--- src/rtl/uc_if.sv ---
// Control-unit <-> datapath bundle.
// master is the control unit, slave is the datapath side.
interface uc_if #(
  parameter int CNT_W = 16
);
  logic [5:0]       Opcode;
  logic             zero;
  logic             carry;
  logic             s_skip;
  logic             s_inc;
  logic             s_inm;
  logic             we;
  logic [2:0]       ALUOp;
  logic             flag_z;
  logic             flag_c;
  logic             halted;
  logic             illegal;
  logic [CNT_W-1:0] instret;

  modport master (
    input  Opcode, zero, carry,
    output s_skip, s_inc, s_inm, we, ALUOp,
    output flag_z, flag_c, halted, illegal, instret
  );

  modport slave (
    output Opcode, zero, carry,
    input  s_skip, s_inc, s_inm, we, ALUOp,
    input  flag_z, flag_c, halted, illegal, instret
  );
endinterface

--- src/rtl/uc.sv ---
// Control unit of the 8-bit single-cycle micro-controller:
// combinational opcode decode plus flags, run/halt and instret state.
module uc #(
  parameter int CNT_W = 16
) (
  input  logic clk,
  input  logic reset,
  uc_if.master bus
);
  typedef enum logic {
    RUN  = 1'b0,
    HALT = 1'b1
  } state_t;

  state_t           state;
  logic             fz;
  logic             fc;
  logic             ill;
  logic [CNT_W-1:0] cnt;

  logic [5:0] op;
  logic c_alu, c_li, c_jmp, c_jz, c_jnz, c_jc;
  logic c_skz, c_skc, c_nop, c_hlt, c_ill;

  logic       we_d;
  logic       inm_d;
  logic       inc_d;
  logic       skip_d;
  logic [2:0] alu_d;

  assign op = bus.Opcode;

  // Every 6-bit encoding falls into exactly one class.
  always_comb begin
    c_alu = 1'b0;
    c_li  = 1'b0;
    c_jmp = 1'b0;
    c_jz  = 1'b0;
    c_jnz = 1'b0;
    c_jc  = 1'b0;
    c_skz = 1'b0;
    c_skc = 1'b0;
    c_nop = 1'b0;
    c_hlt = 1'b0;
    c_ill = 1'b0;
    unique case (1'b1)
      op[5]:                c_alu = 1'b1;
      op[5:4] == 2'b01:     c_ill = 1'b1;
      op[5:2] == 4'b0011:   c_ill = 1'b1;
      op[5:2] == 4'b0001:   c_li  = 1'b1;
      op == 6'b000000:      c_jmp = 1'b1;
      op == 6'b000001:      c_jz  = 1'b1;
      op == 6'b000010:      c_jnz = 1'b1;
      op == 6'b000011:      c_jc  = 1'b1;
      op == 6'b001000:      c_skz = 1'b1;
      op == 6'b001001:      c_skc = 1'b1;
      op == 6'b001010:      c_nop = 1'b1;
      op == 6'b001011:      c_hlt = 1'b1;
      default:              c_nop = 1'b1;
    endcase
  end

  always_comb begin
    we_d   = 1'b0;
    inm_d  = 1'b0;
    inc_d  = 1'b1;
    skip_d = 1'b0;
    alu_d  = 3'b000;
    if (state == HALT) begin
      inc_d = 1'b0;
    end else begin
      unique case (1'b1)
        c_alu: begin
          we_d  = 1'b1;
          alu_d = op[4:2];
        end
        c_li: begin
          we_d  = 1'b1;
          inm_d = 1'b1;
        end
        c_jmp: inc_d  = 1'b0;
        c_jz:  inc_d  = ~fz;
        c_jnz: inc_d  = fz;
        c_jc:  inc_d  = ~fc;
        c_skz: skip_d = fz;
        c_skc: skip_d = fc;
        c_hlt: inc_d  = 1'b0;
        default: ;
      endcase
    end
  end

  always_ff @(posedge clk or negedge reset) begin
    if (!reset) begin
      state <= RUN;
      fz    <= 1'b0;
      fc    <= 1'b0;
      ill   <= 1'b0;
      cnt   <= '0;
    end else if (state == RUN) begin
      if (cnt != {CNT_W{1'b1}})
        cnt <= cnt + {{(CNT_W-1){1'b0}}, 1'b1};
      if (c_alu) begin
        fz <= bus.zero;
        fc <= bus.carry;
      end
      if (c_ill)
        ill <= 1'b1;
      if (c_hlt)
        state <= HALT;
    end
  end

  assign bus.we      = we_d & reset;
  assign bus.s_inm   = inm_d;
  assign bus.s_inc   = inc_d;
  assign bus.s_skip  = skip_d;
  assign bus.ALUOp   = alu_d;
  assign bus.flag_z  = fz;
  assign bus.flag_c  = fc;
  assign bus.halted  = (state == HALT);
  assign bus.illegal = ill;
  assign bus.instret = cnt;
endmodule

--- src/flat_wrapper.sv ---
// flat-port wrapper written by rule: the top's interface ports become plain ports
module uc_flat 
#(
  parameter int CNT_W = 16
)
  (clk, reset, bus_Opcode, bus_zero, bus_carry, bus_s_skip, bus_s_inc, bus_s_inm, bus_we, bus_ALUOp, bus_flag_z, bus_flag_c, bus_halted, bus_illegal, bus_instret);
  uc_if #(.CNT_W(CNT_W)) bus_i ();
  input  logic clk;
  input  logic reset;
  input wire logic [$bits(bus_i.Opcode)-1:0] bus_Opcode;
  input wire logic [$bits(bus_i.zero)-1:0] bus_zero;
  input wire logic [$bits(bus_i.carry)-1:0] bus_carry;
  output wire logic [$bits(bus_i.s_skip)-1:0] bus_s_skip;
  output wire logic [$bits(bus_i.s_inc)-1:0] bus_s_inc;
  output wire logic [$bits(bus_i.s_inm)-1:0] bus_s_inm;
  output wire logic [$bits(bus_i.we)-1:0] bus_we;
  output wire logic [$bits(bus_i.ALUOp)-1:0] bus_ALUOp;
  output wire logic [$bits(bus_i.flag_z)-1:0] bus_flag_z;
  output wire logic [$bits(bus_i.flag_c)-1:0] bus_flag_c;
  output wire logic [$bits(bus_i.halted)-1:0] bus_halted;
  output wire logic [$bits(bus_i.illegal)-1:0] bus_illegal;
  output wire logic [$bits(bus_i.instret)-1:0] bus_instret;
  assign bus_i.Opcode = bus_Opcode;
  assign bus_i.zero = bus_zero;
  assign bus_i.carry = bus_carry;
  assign bus_s_skip = bus_i.s_skip;
  assign bus_s_inc = bus_i.s_inc;
  assign bus_s_inm = bus_i.s_inm;
  assign bus_we = bus_i.we;
  assign bus_ALUOp = bus_i.ALUOp;
  assign bus_flag_z = bus_i.flag_z;
  assign bus_flag_c = bus_i.flag_c;
  assign bus_halted = bus_i.halted;
  assign bus_illegal = bus_i.illegal;
  assign bus_instret = bus_i.instret;
  uc #(.CNT_W(CNT_W)) u_core (.clk(clk), .reset(reset), .bus(bus_i));
endmodule
--- config.mk ---
export PLATFORM = sky130hd
export DESIGN_NAME = uc_flat
export DESIGN_NICKNAME = d
export VERILOG_FILES = /design/src/rtl/uc_if.sv /design/src/rtl/uc.sv /design/src/flat_wrapper.sv
export SDC_FILE = /design/constraint.sdc
export NUM_CORES = 1
export LEC_CHECK = 0
export ABC_AREA = 1
export BUFFER_PORTS_ARGS = -buffer_cell sky130_fd_sc_hd__buf_4
export CORE_ASPECT_RATIO = 0.6
export CORE_UTILIZATION = 40
export CTS_BUF_LIST = sky130_fd_sc_hd__clkbuf_8
export DETAILED_ROUTE_END_ITERATION = 6
export HOLD_SLACK_MARGIN = 0.08
export MAX_ROUTING_LAYER = met4
export PLACE_DENSITY = 0.75
export SLEW_MARGIN = 5
export SYNTH_ARGS = -nofsm -noshare
export SYNTH_HDL_FRONTEND = slang
export SYNTH_SLANG_ARGS = --single-unit
--- constraint.sdc ---
create_clock -name clk -period 1.5 [get_ports clk]
set_clock_uncertainty 0.15 [all_clocks]
set_input_delay 0.075 -clock clk [delete_from_list [all_inputs] [get_ports clk]]
set_output_delay 0.075 -clock clk [all_outputs]
set_load 0.01 [all_outputs]
==> summary.txt <==
Power
  • Pwr/cell area: 478 nW/um2
  • Peak ir drop on the vdd network: 0.440 mV
  • Leakage dissipation: 1.10 nW
  • Total power after layout: 1.02 mW

STA
  • Setup TNS: -0.884 ns
  • Shortest clock period the worst path allows after layout: 1.59 ns
  • Setup repair after global routing missed its margin: true
  • Peak clock frequency supported by timing: 630 MHz
  • Final Slew Violations: 0
  • Final hold violations: 0
  • Transition time at the pin with the least slew margin: 0.274 ns
  • Final worst setup slack: -0.0885 ns
  • Worst rel slew slack: 81.7%
  • Final number of setup-violating endpoints: 14
  • Post-route fraction of the period consumed by the critical path: 106%

CTS
  • Later-pin clock latency in the skew report: 0.26 ns
  • Clock tree from TritonCTS: yes
  • Clock sink count: 20
  • Clk Tree Root Cell: sky130_fd_sc_hd__clkbuf_8
  • Number of H-tree levels: 1
  • Total clock buffers created by CTS: 3
  • Clk slew on worst S/H paths: 0.07 ns
  • Clock Tree Buf Depth: 2

Placed design
  • Placement-stage cell area: 1830 um2
  • Gp weighted congestion: 0.832
  • Post-detail-place hpwl: 2.80 mm
  • Number of I/O port buffers: 36
  • Worst slack at placement: -0.220 ns

Floorplan
  • X dimension of the die: 75.7 um
  • Initial Util: 43.7%
  • Die Outline Area: 3500 um2
  • Row cnt: 15
  • Die height: 46.2 um
  • Core Region: 2980 um2
  • Number of I/O pins: 37

Run status
  • Violations in the final reports: setup timing
  • Outcome: finished, violations left

Detailed routing
  • Count of nets left with antenna violations after detail routing: 0
  • DRC violations left: 0
  • Via Count: 1556
  • Final WL: 4.01 mm
  • Average wire per standard cell: 12.7 um
  • Initial DRC Count: 117
  • Detailed Routing Iterations Pass 1: 4
  • Detail-routed via count per cell: 4.94

Final layout
  • Layout Area Growth over Synthesis: 63.9%
  • Antenna Cells: 0
  • Final design utilization: 71.7%
  • Share of final-layout standard cells stronger than drive strength 1: 39.9%
  • Number of nets in the layout: 285
  • Final instance area: 2140 um2

Worst setup path
  • Number of cells on the worst reg-to-reg path: 9
  • Data required, critical path: 1.50 ns
  • Kind of capture point of the worst setup path: flip-flop
  • Signal arrival time at the worst endpoint: 1.59 ns
  • Max FO, Critical Path: 5
  • Launching element type of the critical path: flip-flop
  • Setup Crit Path Kind: flip-flop to flip-flop

Synthesis
  • FF+latch count, synth: 20
  • Share of async-settable or async-resettable flops after synthesis: 100%
  • Instance count of the mapped netlist: 193
  • Share of synthesized area occupied by flip-flops and latches: 38.4%
  • Number of distinct library cells after synthesis: 22
  • Leading area contributor after synthesis: sky130_fd_sc_hd__dfrtp_1
  • Post-synthesis average cell area: 6.76 um2
  • Synthesized Nets: 204
  • Commonest register cell after synthesis: sky130_fd_sc_hd__dfrtp_1
  • Main area contributors after synthesis: sky130_fd_sc_hd__dfrtp_1 38%, sky130_fd_sc_hd__nand2_1 23%, sky130_fd_sc_hd__nor2_1 7.8%, sky130_fd_sc_hd__inv_1 5.8%, sky130_fd_sc_hd__nand3_1 4.6%
  • Cell Area, Synth: 1310 um2
  • Warnings from Yosys: 0
  • Number of enable-type register cells in the synthesized netlist: 0
  • Portion of synthesized cell area occupied by the leading cell type: 38.4%

Global routing
  • Final global-route overflow total: 0
  • Global router's overall resource usage: 24.4%
  • Pin count of the biggest net entering global routing: 21
  • Vias in the first global route: 1250
  • First-pass GRT wire length: 5.91 mm
  • Number of antenna violations at the first check in global routing: 0

Worst hold path
  • Hold WC Path Type: input pin to flip-flop
  • Worst Hold Path Cells: 3

Flow run
  • Max Cap Viol: 0
flip-flops by register name (all words and copies together), names as in the netlist:
register and flops:
u_core.bus.flag_c 1, u_core.bus.flag_z 1, u_core.bus.halted 1, u_core.bus.illegal 1, u_core.bus.instret 16
final timing paths:
check                                       from               endpoint  slack [ns]
hold reg to reg               u_core.bus.illegal     u_core.bus.illegal        0.34
setup / recovery           u_core.bus.instret[1]  u_core.bus.instret[0]       -0.09
min in group asynchronous                  reset     u_core.bus.illegal        0.17
setup reg to reg           u_core.bus.instret[1]  u_core.bus.instret[0]       -0.09
hold / removal                     bus_Opcode[5]      u_core.bus.flag_c        0.11
max in group asynchronous                  reset  u_core.bus.instret[0]        0.78
layout by cell type (no fill, tap or decap), types with 2 or more instances in the layout:
cell	count
sky130_fd_sc_hd__nand2_1	69
sky130_fd_sc_hd__nor2_4	6
sky130_fd_sc_hd__buf_6	3
sky130_fd_sc_hd__nand2_2	10
sky130_fd_sc_hd__dfrtp_1	18
sky130_fd_sc_hd__o21ai_0	4
sky130_fd_sc_hd__xnor2_1	3
sky130_fd_sc_hd__dfrtp_2	2
sky130_fd_sc_hd__nand4_1	6
sky130_fd_sc_hd__clkbuf_8	4
sky130_fd_sc_hd__a21oi_1	2
sky130_fd_sc_hd__xor2_1	4
sky130_fd_sc_hd__nand2_4	2
sky130_fd_sc_hd__dlygate4sd3_1	6
sky130_fd_sc_hd__nor2_1	18
sky130_fd_sc_hd__buf_4	67
sky130_fd_sc_hd__nor2_2	5
sky130_fd_sc_hd__nand3_1	12
sky130_fd_sc_hd__inv_1	19
layer usage:
layer  wire, um  GRT usage, %
met1       1870          36.6
met2       1700          32.9
met3        399          6.13
met4         37          3.33
met5          0             -
what timing repair did:
item                       CTS  global route
gates resized for setup      6            26
hold buffers                 6             0
setup endpoints to repair   17            19
hold endpoints to repair    24             0
cloned                       0             1
buffers inserted             3             4
pin swaps                    3            10
synth_stat cells, drive strengths merged, types with 2 or more instances:
library cell  count
a21oi             3
inv              20
nand4             6
xnor2             3
o21ai             5
xor2              4
nand2            81
buf               2
nor2             29
nand3            13
dfrtp            20
power by group:
| group | switching, mW | internal, mW |
|---|---|---|
| clock network | 0.185 | 0.234 |
| registers | 0 | 0.539 |
| logic | 0.0338 | 0.0319 |
| total | 0.219 | 0.805 |
worst max-delay path, cell delays in order, from the launching register on:
cell and delay, ns:
sky130_fd_sc_hd__dfrtp_1 0.40, sky130_fd_sc_hd__ha_4 0.17, sky130_fd_sc_hd__nand2_4 0.06, sky130_fd_sc_hd__nor2_4 0.14, sky130_fd_sc_hd__nand2_4 0.10, sky130_fd_sc_hd__nor2_4 0.15
sky130_fd_sc_hd__nor2_4 0.07, sky130_fd_sc_hd__buf_12 0.13, sky130_fd_sc_hd__nand2_1 0.06, sky130_fd_sc_hd__nand2_1 0.05
metrics by stage:
| stage | cells | hold slack (ns) |
|---|---|---|
| 2_1_floorplan | 193 | -0.371 |
| 3_3_place_gp | 297 | -0.0840 |
| 3_5_place_dp | 297 | -0.0821 |
| 4_1_cts | 310 | 0.0905 |
| 5_1_grt | 315 | 0.113 |
| 6_report | 315 | 0.110 |
cell type report:
class / count / area, um2
fillers: 225 / 845
multi-input cells: 150 / 807
repair buffers: 78 / 642
flip-flops and latches: 20 / 503
inverters: 21 / 80.1
clock buffers: 4 / 55.1
well taps: 42 / 52.6
kinds of logic after synthesis:
| group | Yosys count | synth area share [%] |
|---|---|---|
| adder cells (fa/ha/maj) | 1 | 0.959 |
| XOR/XNOR | 7 | 4.70 |
| buffers and inverters | 23 | 7.77 |
| AND/OR/NAND/NOR | 132 | 42.8 |
| AO/OA/AOI/OAI | 9 | 4.60 |
| flip-flops | 20 | 38.4 |
| multiplexers | 1 | 0.863 |
Power figures use the tool's default switching activity.
